<file path="src/rtl/booth3_seq_mult.sv">
// Sequential radix-8 (Booth-3) multiplier: 3A is precomputed once per operation,
// then one Booth digit is accumulated per cycle.
module booth3_seq_mult #(
  parameter int unsigned WIDTH = 8
) (
  input  logic                 clk,
  input  logic                 rst,
  input  logic                 start,
  output logic                 in_ready,
  input  logic                 sgn,
  input  logic [WIDTH-1:0]     in0,
  input  logic [WIDTH-1:0]     in1,
  output logic                 out_valid,
  input  logic                 out_ready,
  output logic [2*WIDTH-1:0]   out
);

  localparam int unsigned N   = (WIDTH + 3) / 3;
  localparam int unsigned BW  = 3 * N;
  localparam int unsigned AW  = WIDTH + 2;
  localparam int unsigned PW  = WIDTH + 3;
  localparam int unsigned OW  = 2 * WIDTH;
  localparam int unsigned KW  = $clog2(N + 1);
  localparam int unsigned SW  = $clog2(3 * N) + 1;

  typedef enum logic [1:0] {
    S_IDLE,
    S_PRECOMP,
    S_ACCUM,
    S_DONE
  } state_t;

  state_t          state_q, state_d;
  logic [AW-1:0]   a_q, a_d;
  logic [AW-1:0]   m3_q, m3_d;
  logic [BW:0]     b_q, b_d;
  logic            sgn_q, sgn_d;
  logic [OW-1:0]   acc_q, acc_d;
  logic [KW-1:0]   k_q, k_d;
  logic [OW-1:0]   out_q, out_d;

  logic [AW-1:0]   a_ext;
  logic [BW-1:0]   b_ext;
  logic [AW-1:0]   mag;
  logic            neg;
  logic [PW-1:0]   mag_ext;
  logic [PW-1:0]   pp;
  logic [OW-1:0]   pp_wide;
  logic [SW-1:0]   shamt;
  logic [OW-1:0]   acc_sum;

  assign in_ready  = (state_q == S_IDLE);
  assign out_valid = (state_q == S_DONE);
  assign out       = out_q;

  always_comb begin
    a_ext = {{2{sgn & in0[WIDTH-1]}}, in0};
    b_ext = {{(BW - WIDTH){sgn & in1[WIDTH-1]}}, in1};
  end

  // b_q[0] holds B[-1]; the register shifts right by 3 per digit so the
  // current window is always b_q[3:0].
  always_comb begin
    mag = '0;
    neg = 1'b0;
    unique case (b_q[3:0])
      4'b0000, 4'b1111: begin mag = '0;             neg = 1'b0; end
      4'b0001, 4'b0010: begin mag = a_q;            neg = 1'b0; end
      4'b0011, 4'b0100: begin mag = a_q << 1;       neg = 1'b0; end
      4'b0101, 4'b0110: begin mag = m3_q;           neg = 1'b0; end
      4'b0111:          begin mag = a_q << 2;       neg = 1'b0; end
      4'b1000:          begin mag = a_q << 2;       neg = 1'b1; end
      4'b1001, 4'b1010: begin mag = m3_q;           neg = 1'b1; end
      4'b1011, 4'b1100: begin mag = a_q << 1;       neg = 1'b1; end
      default:          begin mag = a_q;            neg = 1'b1; end
    endcase
  end

  // One guard bit above the (WIDTH+2)-bit multiple keeps unsigned 3A/4A
  // exact through negation; extension of that bit follows the latched mode.
  always_comb begin
    mag_ext = {sgn_q & mag[AW-1], mag};
    pp      = neg ? (~mag_ext + 1'b1) : mag_ext;
    pp_wide = {{(OW - PW){pp[PW-1]}}, pp};
    shamt   = SW'(32'd3 * 32'(k_q));
    acc_sum = acc_q + (pp_wide << shamt);
  end

  always_comb begin
    state_d = state_q;
    a_d     = a_q;
    m3_d    = m3_q;
    b_d     = b_q;
    sgn_d   = sgn_q;
    acc_d   = acc_q;
    k_d     = k_q;
    out_d   = out_q;
    unique case (state_q)
      S_IDLE: begin
        if (start) begin
          a_d     = a_ext;
          sgn_d   = sgn;
          b_d     = {b_ext, 1'b0};
          acc_d   = '0;
          k_d     = '0;
          state_d = S_PRECOMP;
        end
      end
      S_PRECOMP: begin
        m3_d    = a_q + (a_q << 1);
        state_d = S_ACCUM;
      end
      S_ACCUM: begin
        acc_d = acc_sum;
        b_d   = {3'b000, b_q[BW:3]};
        k_d   = k_q + 1'b1;
        if (k_q == KW'(N - 1)) begin
          out_d   = acc_sum;
          state_d = S_DONE;
        end
      end
      S_DONE: begin
        if (out_ready) begin
          state_d = S_IDLE;
        end
      end
      default: state_d = S_IDLE;
    endcase
  end

  always_ff @(posedge clk or posedge rst) begin
    if (rst) begin
      state_q <= S_IDLE;
      a_q     <= '0;
      m3_q    <= '0;
      b_q     <= '0;
      sgn_q   <= 1'b0;
      acc_q   <= '0;
      k_q     <= '0;
      out_q   <= '0;
    end else begin
      state_q <= state_d;
      a_q     <= a_d;
      m3_q    <= m3_d;
      b_q     <= b_d;
      sgn_q   <= sgn_d;
      acc_q   <= acc_d;
      k_q     <= k_d;
      out_q   <= out_d;
    end
  end

endmodule

</file>
<file path="config.mk">
export PLATFORM = sky130hd
export DESIGN_NAME = booth3_seq_mult
export DESIGN_NICKNAME = d
export VERILOG_FILES = /design/src/rtl/booth3_seq_mult.sv
export SDC_FILE = /design/constraint.sdc
export NUM_CORES = 1
export LEC_CHECK = 0
export BUFFER_PORTS_ARGS = -buffer_cell sky130_fd_sc_hd__buf_4
export CORE_MARGIN = 2
export CORE_UTILIZATION = 65
export DETAILED_ROUTE_END_ITERATION = 10
export GPL_TIMING_DRIVEN = 0
export PLACE_DENSITY = 0.85
export SYNTH_ARGS = -nofsm -noshare
export SYNTH_HDL_FRONTEND = slang
export SYNTH_SLANG_ARGS = --single-unit
</file>
<file path="constraint.sdc">
create_clock -name clk -period 15 [get_ports clk]
set_input_delay 3 -clock clk [delete_from_list [all_inputs] [get_ports clk]]
set_output_delay 3 -clock clk [all_outputs]
set_load 0.005 [all_outputs]
</file>
==> results.md <==
* Outcome: finished clean
* Synth warnings at 0
* DR DRC count at 0
* Max-cap viol count at 0
* Cell Rows at 32
* Max_slew headroom at 53.47%
* Non-filler cells, final at roughly 720
* Dpl cells at ~710
* Ys async rst share at 100.0%
* Post-route cell area at ~5800 um2
* CP Class: reg2reg
* GPL Wtd Cong at 0.9014
* Die X at 93.38 um
* Register area share after synthesis at 31.81%
* WL/cell at 17.17 um
* Synth Instances at 566
* CP required at 15.25 ns
* Fin. Hold Viols at 0
* Num Clock Sinks at 66
* Crit start category: flop
* Post-synthesis cell area at just over 5000 um2
* H-Tree Depth at 3
* Clock Latency Late Sink at 0.35 ns
* Worst Hold Slack at around 0.49 ns
* CTS tree: done
* Root Driver: clkbuf_8
* Setup TNS at 0 ns
* Syn Area/Cell at approximately 9.2 um2
* Hold_buf cts at 0
* First-pass GRT wire length at roughly 21,000 um
* Vias per inst at 6.188
* Worst clock skew at roughly 0.01 ns
* Initial antenna violation count at 0
* Synth top area share at between 30% and 40%
* Worst slew pin tran at approximately 0.70 ns
* Crit. End Element: flop
* Area Growth Syn to Fin at 12.24%
* Commonest cells post-synth: dfrtp_1, nand2_1, nor2_1
* Ranking of synthesized cells by area: dfrtp_1, ha_1, mux2_2
* DP Area at between 5000 and 6000 um2
* Via Count at roughly 4,500
* Critical path arrival at between 6 and 7 ns
* Endpoints failing setup at 0
* Clk slew on worst S/H paths at 0.08 ns
* Fin nets at roughly 670
* CP max FO at 11
* Drt first pass iters at 5
* Primary FF master, synth: dfrtp_1
* Layout cells sized above 1 at 20.29%
* Post-synthesis register bit count at 66
* Detailed Route WL at 12,410 um
* # port buffers at 38
* Vias in the first global route at 4,323
* Largest net degree at the start of global routing at 36
* Starting density of the core at between 60% and 70%
* CTS max path bufs at 2
* Total Routing Usage GR at between 30% and 40%
* Post-CTS Setup Repair Bufs at 0
* RSZ-0062 raised after global routing: no
* Fillers at ~540
* Die area at ~8700 um2
* Drt initial violations at between 300 and 400
* Syn Nets at ~620
* Max Slew Vio Count at 0
* Core ar. at slightly below 8000 um2
* CTS-repair resized insts at 0
* CTS buffer count at 9
* # IOs at 39
* Worst Hold Class: reg2reg
* DPL Wire Length at 9322 um
* Grt ovf at 0
* Antenna viol nets, final at 0
* Crit share post-route at around 43%
* Peak Freq at around 160 MHz
* Cell taking the most area after synthesis: dfrtp_1
* Die Height at a little over 90 um
* # diodes at 0
* Min Clock Period, post-route at approximately 6.4 ns
* Yosys cell types at 75
* Post-synth EDFFs at 0
## per-layer routing
layer	vias to the layer above	part of all wire (%)	track usage (%)
met5	-	0	0
met2	162	46	46.64
met3	25	5.9	4.915
met1	2154	46	43.93
li1	2133	-	-
met4	0	1.9	9.314
## path summary, 6_finish.rpt
kind / slack (ns) / cells after the start / start / end
setup / recovery: 8.56 / 22 / k_q[0] / acc_q[14]
hold / removal: 0.49 / 2 / b_q[5] / b_q[5]
setup reg to reg: 8.56 / 22 / k_q[0] / acc_q[14]
hold reg to reg: 0.49 / 2 / b_q[5] / b_q[5]
max in group asynchronous: 11.61 / 3 / rst / a_q[1]
min in group asynchronous: 2.76 / 2 / rst / out[15]
## cell usage in the layout, fill, tap and decap left out, drive strengths merged, types with 9 or more instances in the layout
cell type / instances
mux2i: 17
xor2: 9
a22o: 13
nor2b: 9
dfrtp: 66
ha: 33
xnor2: 17
nand2: 72
buf: 50
inv: 25
nor3: 9
o21ai: 42
clkbuf: 27
nor2: 49
a21oi: 29
mux2: 33
## stage by stage
stage               utilization (%)  setup WS [ns]
global route                  75.42          8.052
floorplan                         -          10.14
global placement              72.54          8.978
finish                        75.42          8.562
CTS                           75.42          8.741
detailed placement            72.80          8.794
## cells by family after synthesis
| logic type | synth area share, % |
|---|---|
| adders and majority gates | 8.723 |
| xor gates and xnor gates | 4.964 |
| and+or+nand+nor | 16.99 |
| buffers and inverters | 4.554 |
| muxes | 11.30 |
| DFF | 31.81 |
| AOI/OAI and AO/OA | 21.66 |
## registers in the layout (all words and copies together), names as in the netlist
name / cells
a_q: 9
acc_q: 16
b_q: 10
k_q: 2
m3_q: 10
out: 16
sgn_q: 1
state_q: 2
## final cells by class
type	instances	area, um2	area share (%)
Tap cell	102	127.6	2.190
Sequential cell	66	1652	28.34
Timing Repair Buffer	39	305.3	5.238
Clock inverter	6	65.06	1.116
Multi-Input combinational cell	447	3304	56.70
Clock buffer	10	137.6	2.362
Buffer	28	142.6	2.447
Inverter	25	93.84	1.610
## worst max-delay path, stage by stage, from the launching register on
cell and delay (ns):
dfrtp_1 0.47, clkinv_1 0.34, ha_1 0.40, clkbuf_1 0.31
buf_1 0.45, clkbuf_1 0.44, clkbuf_1 0.38, nand2_1 0.14
nor3_1 0.27, ha_1 0.25, inv_1 0.06, fa_1 0.40
nor2b_1 0.14, o21ai_0 0.14, a21boi_0 0.29, o21ai_0 0.15
a21boi_0 0.28, o21ai_0 0.18, a21boi_0 0.27, o21ai_0 0.24
a211oi_1 0.32, o21ai_0 0.16, a32o_1 0.26
Power is left out: the tool's default activity adds up to more than one toggle a clock period on the data nets, which glitch-free logic cannot reach.
